==> src/rtl/hamming_tx_scheduler.sv <==
// hamming_tx_scheduler: round-robin word arbiter that serializes frames (sync header + payload) into a bit-serial encoder
module hamming_tx_scheduler #(
  parameter int WORD_W = 32,
  parameter int FRAME_WORDS = 8,
  parameter logic [WORD_W-1:0] SYNC_WORD = 32'h1ACFFC1D
) (
  input  logic                               clk_in,
  input  logic                               rst,
  input  logic [WORD_W-1:0]                  req0_data,
  input  logic                               req0_valid,
  output logic                               req0_ready,
  input  logic [WORD_W-1:0]                  req1_data,
  input  logic                               req1_valid,
  output logic                               req1_ready,
  output logic                               enc_data_in,
  output logic                               enc_data_valid,
  input  logic                               enc_data_in_ready,
  output logic                               frame_start,
  output logic                               busy,
  output logic                               grant_id,
  output logic [$clog2(FRAME_WORDS):0]       word_cnt
);
  localparam int CW = $clog2(FRAME_WORDS) + 1;
  localparam int BW = $clog2(WORD_W + 1);
  typedef enum logic [1:0] {IDLE, SEND_SYNC, SEND_DATA} state_t;
  state_t state_q, state_d;
  logic [WORD_W-1:0] shreg_q, shreg_d;
  logic [BW-1:0] bit_cnt_q, bit_cnt_d;
  logic [CW-1:0] word_cnt_q, word_cnt_d, wc_inc, wc_eff;
  logic last_grant_q, last_grant_d, grant_id_q, grant_id_d, frame_start_q, frame_start_d;
  logic sending, last_bit, dec, any_v, sync_sel, gnt, take;
  always_comb begin
    sending = state_q != IDLE;
    last_bit = sending && bit_cnt_q == '0 && enc_data_in_ready;
    dec = !sending || last_bit;
    any_v = req0_valid || req1_valid;
    wc_inc = word_cnt_q + 1'b1;
    // a completed frame wraps the count this cycle so the same decision picks sync
    wc_eff = (state_q == SEND_DATA && last_bit) ? ((wc_inc == CW'(FRAME_WORDS)) ? '0 : wc_inc) : word_cnt_q;
    sync_sel = any_v && wc_eff == '0 && state_q != SEND_SYNC;
    gnt = (req0_valid && req1_valid) ? !last_grant_q : req1_valid;
    take = dec && any_v && !sync_sel;
    req0_ready = take && !gnt;
    req1_ready = take && gnt;
    state_d = dec ? (!any_v ? IDLE : sync_sel ? SEND_SYNC : SEND_DATA) : state_q;
    shreg_d = dec ? (!any_v ? '0 : sync_sel ? SYNC_WORD : gnt ? req1_data : req0_data)
                  : enc_data_in_ready ? shreg_q << 1 : shreg_q;
    bit_cnt_d = dec ? (any_v ? BW'(WORD_W - 1) : '0) : enc_data_in_ready ? bit_cnt_q - 1'b1 : bit_cnt_q;
    word_cnt_d = wc_eff;
    frame_start_d = dec && sync_sel;
    last_grant_d = take ? gnt : last_grant_q;
    grant_id_d = take ? gnt : grant_id_q;
  end
  always_ff @(posedge clk_in or negedge rst) begin
    if (!rst) begin
      state_q <= IDLE;
      shreg_q <= '0;
      bit_cnt_q <= '0;
      word_cnt_q <= '0;
      last_grant_q <= 1'b1;
      grant_id_q <= 1'b0;
      frame_start_q <= 1'b0;
    end else begin
      state_q <= state_d;
      shreg_q <= shreg_d;
      bit_cnt_q <= bit_cnt_d;
      word_cnt_q <= word_cnt_d;
      last_grant_q <= last_grant_d;
      grant_id_q <= grant_id_d;
      frame_start_q <= frame_start_d;
    end
  end
  assign enc_data_in = shreg_q[WORD_W-1];
  assign enc_data_valid = state_q != IDLE;
  assign busy = state_q != IDLE;
  assign frame_start = frame_start_q;
  assign grant_id = grant_id_q;
  assign word_cnt = word_cnt_q;
endmodule

==> config.mk <==
export PLATFORM = sky130hd
export DESIGN_NAME = hamming_tx_scheduler
export DESIGN_NICKNAME = d
export VERILOG_FILES = /design/src/rtl/hamming_tx_scheduler.sv
export SDC_FILE = /design/constraint.sdc
export NUM_CORES = 1
export LEC_CHECK = 0
export ABC_AREA = 1
export CAP_MARGIN = 20
export CORE_ASPECT_RATIO = 1.5
export CORE_MARGIN = 10
export CORE_UTILIZATION = 56
export CTS_CLUSTER_DIAMETER = 200
export DETAILED_ROUTE_END_ITERATION = 8
export DONT_BUFFER_PORTS = 1
export HOLD_SLACK_MARGIN = 0.12
export PLACE_DENSITY = 0.78
export SETUP_SLACK_MARGIN = 0.5
export SYNTH_ARGS = -nofsm -noshare
export SYNTH_HDL_FRONTEND = slang
export SYNTH_SLANG_ARGS = --single-unit
export TNS_END_PERCENT = 30
==> constraint.sdc <==
create_clock -name clk_in -period 2.6 [get_ports clk_in]
set_input_delay 0.52 -clock clk_in [delete_from_list [all_inputs] [get_ports clk_in]]
set_output_delay 0.52 -clock clk_in [all_outputs]
set_load 0.005 [all_outputs]
==> run_summary.xml <==
<?xml version="1.0" encoding="UTF-8"?>
<metrics>
  <group name="outcome">
    <metric name="status" unit="">completed</metric>
  </group>
  <group name="worst_hold_path">
    <metric name="hold_class" unit="">in2reg</metric>
  </group>
  <group name="worst_setup_path">
    <metric name="timing.critical_path.from_type" unit="">flop</metric>
    <metric name="worstSetupPathType" unit="">reg2out</metric>
    <metric name="cpMaxStageDelayCell" unit="">dfrtp_1</metric>
    <metric name="maximum_fanout_along_the_worst_path" unit="">5</metric>
    <metric name="worstSetupEndpointType" unit="">primary output</metric>
    <metric name="timing.critical_path.max_delay_family" unit="">simple AND/OR/NAND/NOR gates</metric>
    <metric name="path_common_cell" unit="">nor2_4</metric>
    <metric name="critical_path_buf_inv_count" unit="">1</metric>
    <metric name="required_time_at_the_worst_slack_endpoint" unit="ns">2.08</metric>
    <metric name="largest_stage_delay_worst_path" unit="ns">0.41</metric>
    <metric name="path_cells" unit="">inv_2 &gt; ha_4 &gt; nand2_4 &gt; nor2_4 &gt; nand3_4 &gt; nand2_2 &gt; nand3_2 &gt; nor2_4 &gt; nand2_4 &gt; nand2_8 &gt; nor2_4</metric>
    <metric name="worst_ep_arrival_time" unit="ns">1.81</metric>
  </group>
  <group name="yosys">
    <metric name="synth_sequential_area_ratio" unit="%">40.37</metric>
    <metric name="average_size_of_a_mapped_cell" unit="µm²">7.819</metric>
    <metric name="syn_inst" unit="">373</metric>
    <metric name="synth_enable_flop_cells" unit="">0</metric>
    <metric name="ys.flop_type" unit="">dfrtp_1</metric>
    <metric name="top_cells_by_area_in_the_synthesized_netlist" unit="">dfrtp_1 (39%), nand2_1 (15%), mux2i_1 (6.2%)</metric>
    <metric name="ys_warn_count" unit="">0</metric>
    <metric name="synth-async-reset-ratio" unit="%">100.0</metric>
    <metric name="syn_nets" unit="">445</metric>
    <metric name="synth.cell_area" unit="µm²">2917</metric>
    <metric name="distinct_cell_type_count_of_the_synthesized_netlist" unit="">34</metric>
    <metric name="yosys_reg_bits" unit="">47</metric>
    <metric name="synth_top_area_share" unit="%">39.47</metric>
    <metric name="synthDominantAreaCellType" unit="">dfrtp_1</metric>
  </group>
  <group name="global_route">
    <metric name="global_route_wire_length_before_repair" unit="mm">11.43</metric>
    <metric name="grt.overflow.total" unit="">0</metric>
    <metric name="first_global_vias" unit="">2495</metric>
    <metric name="globalRouteTotalUtil" unit="%">16.25</metric>
    <metric name="grt_max_degree" unit="">48</metric>
    <metric name="grt_antenna_before_repair" unit="">0</metric>
  </group>
  <group name="timing">
    <metric name="fin_worst_skew" unit="ns">0.004828</metric>
    <metric name="setup_violations" unit="">0</metric>
    <metric name="fin_worst_hold_slack" unit="ns">0.4140</metric>
    <metric name="final-hold-violation-count" unit="">0</metric>
    <metric name="post-route-period-util" unit="%">89.51</metric>
    <metric name="rsz0062_at_grt" unit="">yes</metric>
    <metric name="slew-limit-headroom" unit="%">55.09</metric>
    <metric name="finalSetupTns" unit="ns">0</metric>
    <metric name="slew_violations" unit="">0</metric>
    <metric name="worstMarginPinSlew" unit="ns">0.6729</metric>
    <metric name="timing.final.crit_period" unit="ns">2.327</metric>
    <metric name="fmax" unit="GHz">0.4297</metric>
  </group>
  <group name="die">
    <metric name="std_cell_rows" unit="">32</metric>
    <metric name="design.die.area" unit="µm²">8554</metric>
    <metric name="placeableCoreArea" unit="µm²">5085</metric>
    <metric name="floorplan.initialDensity" unit="%">57.36</metric>
    <metric name="die_w" unit="µm">78.93</metric>
    <metric name="die_height" unit="µm">108.4</metric>
    <metric name="ios" unit="">80</metric>
  </group>
  <group name="clock_tree">
    <metric name="latest_clock_arrival_within_the_worst_skew_pair" unit="ns">0.29</metric>
    <metric name="cts_inserted_buffers" unit="">5</metric>
    <metric name="cts_tree" unit="">yes</metric>
    <metric name="root_buffer" unit="">clkbuf_8</metric>
    <metric name="clock_path_buffers" unit="">2</metric>
    <metric name="sink_count_of_the_clock_tree" unit="">47</metric>
    <metric name="clkSlewWorstSetupHoldPaths" unit="ns">0.08</metric>
    <metric name="cts.htree.levels" unit="">2</metric>
  </group>
  <group name="finish">
    <metric name="area_growth" unit="%">13.26</metric>
    <metric name="multi_input_comb_area" unit="µm²">1649</metric>
    <metric name="antenna_cells" unit="">0</metric>
    <metric name="post_route_cells_drive_above_1_share" unit="%">23.76</metric>
    <metric name="final_common_cell" unit="">nand2_1</metric>
    <metric name="final-seq-area" unit="µm²">1179</metric>
    <metric name="layout.filler_cells" unit="">434</metric>
    <metric name="layout.cells.most_common_list" unit="">nand2_1 (108), dfrtp_1 (45), nor2_1 (32), o21ai_0 (32), nand2_2 (19)</metric>
    <metric name="finalNetCount" unit="">454</metric>
  </group>
  <group name="pwr">
    <metric name="power_leakage" unit="nW">1.538</metric>
    <metric name="power_density_normalized_to_cell_area" unit="nW/µm²">1012</metric>
    <metric name="ir_drop" unit="mV">0.7123</metric>
  </group>
  <group name="routing">
    <metric name="drc" unit="">0</metric>
    <metric name="dr.first_iter.drc_count" unit="">206</metric>
    <metric name="via_per_inst" unit="">5.539</metric>
    <metric name="via_count" unit="">2498</metric>
    <metric name="drt.antenna.violating_nets" unit="">0</metric>
    <metric name="first_pass_iters" unit="">4</metric>
    <metric name="detail_route.wl_per_cell" unit="µm">16.31</metric>
    <metric name="wl" unit="mm">7.355</metric>
  </group>
  <group name="placement">
    <metric name="port-buffer-count" unit="">0</metric>
    <metric name="gp_congestion" unit="">0.8709</metric>
    <metric name="hpwlAfterDp" unit="mm">4.803</metric>
  </group>
  <group name="run">
    <metric name="max-cap-violations" unit="">0</metric>
  </group>
</metrics>
==> repair_timing <==
action	4_1_cts	5_1_grt
gates resized for setup	15	25
hold endpoints to repair	47	0
gates cloned	0	1
buffers inserted	8	7
pin swaps	8	9
setup endpoints to repair	31	38
hold buffers	2	0
==> where the power goes <==
group / internal, mW / switching (mW)
clock network: 0.191 / 0.228
logic: 0.723 / 0.951
registers: 1.06 / 0.185
==> metrics by stage <==
step                setup WS (ns)  power (mW)  util (%)  std cells  instance area (µm²)
global route               0.1820       3.602     64.96        451                 3303
CTS                        0.2643       3.094     61.20        443                 3112
global placement           0.3526       2.469     56.42        425                 2869
detailed placement         0.2525       2.521     56.42        425                 2869
finish                     0.2726       3.341     64.96        451                 3303
floorplan                  0.4878       2.341         -        373                 2917
==> path summary, 6_finish.rpt <==
kind	from	slack [ns]	to	cells after the start
max	bit_cnt_q[1]$_DFFE_PN0P_	0.27	req0_ready	11
min reg2reg	last_grant_q$_DFFE_PN1N_	0.47	last_grant_q$_DFFE_PN1N_	2
max reg2reg	bit_cnt_q[1]$_DFFE_PN0P_	0.40	shreg_q[8]$_DFFE_PN0P_	15
min	enc_data_in_ready	0.41	shreg_q[28]$_DFFE_PN0P_	3
min in group asynchronous	rst	0.74	frame_start$_DFF_PN0_	2
max in group asynchronous	rst	1.60	last_grant_q$_DFFE_PN1N_	2
==> worst register-to-register path, stage by stage, from the launching register on <==
cell,delay (ns)
dfrtp_1,0.41
inv_2,0.09
ha_4,0.14
nand2_4,0.04
nor2_4,0.17
nand3_4,0.15
nand2_2,0.12
nand3_2,0.09
nor2_4,0.11
nand2_4,0.08
buf_4,0.15
buf_12,0.13
buf_12,0.14
buf_4,0.14
nand3_1,0.07
a21oi_2,0.06
==> per-layer routing <==
metal  up-vias  track usage [%]  wire length (µm)
li1       1225                -                 -
met1      1189            18.59              2958
met2        80            28.60              3876
met3         4            4.070               454
met4         0            5.656                65
met5         -                0                 0
==> sequential cells by signal (all words and copies together), names as in the netlist <==
register      count
last_grant_q      1
shreg_q          32
bit_cnt_q         6
frame_start       1
state_q           2
word_cnt          4
grant_id          1
==> synth_stat cells (all sizes together), types with 3 or more instances <==
cell,count
dfrtp,46
a21oi,28
buf,9
nand2,132
a22oi,4
ha,3
inv,16
clkbuf,10
mux2i,18
nand3,20
nor2,42
o21ai,35
==> layout make-up <==
type | instances | area share [%]
Multi-Input combinational cell | 289 | 49.92
Sequential cell | 47 | 35.68
Timing Repair Buffer | 23 | 7.576
Tap cell | 68 | 2.576
Clock buffer | 8 | 2.424
Inverter | 16 | 1.818
==> logic make-up (layout without fill, tap and decap cells) <==
kind of cell,Yosys count,in the layout,synth area share [%]
xor+xnor,2,2,0.6007
simple gates,196,196,29.34
compound gates,70,70,14.33
fa+ha+maj,3,3,1.287
flops,47,47,40.37
mux,18,18,6.178
buf+inv,37,47,7.893
Power figures use the tool's default switching activity.
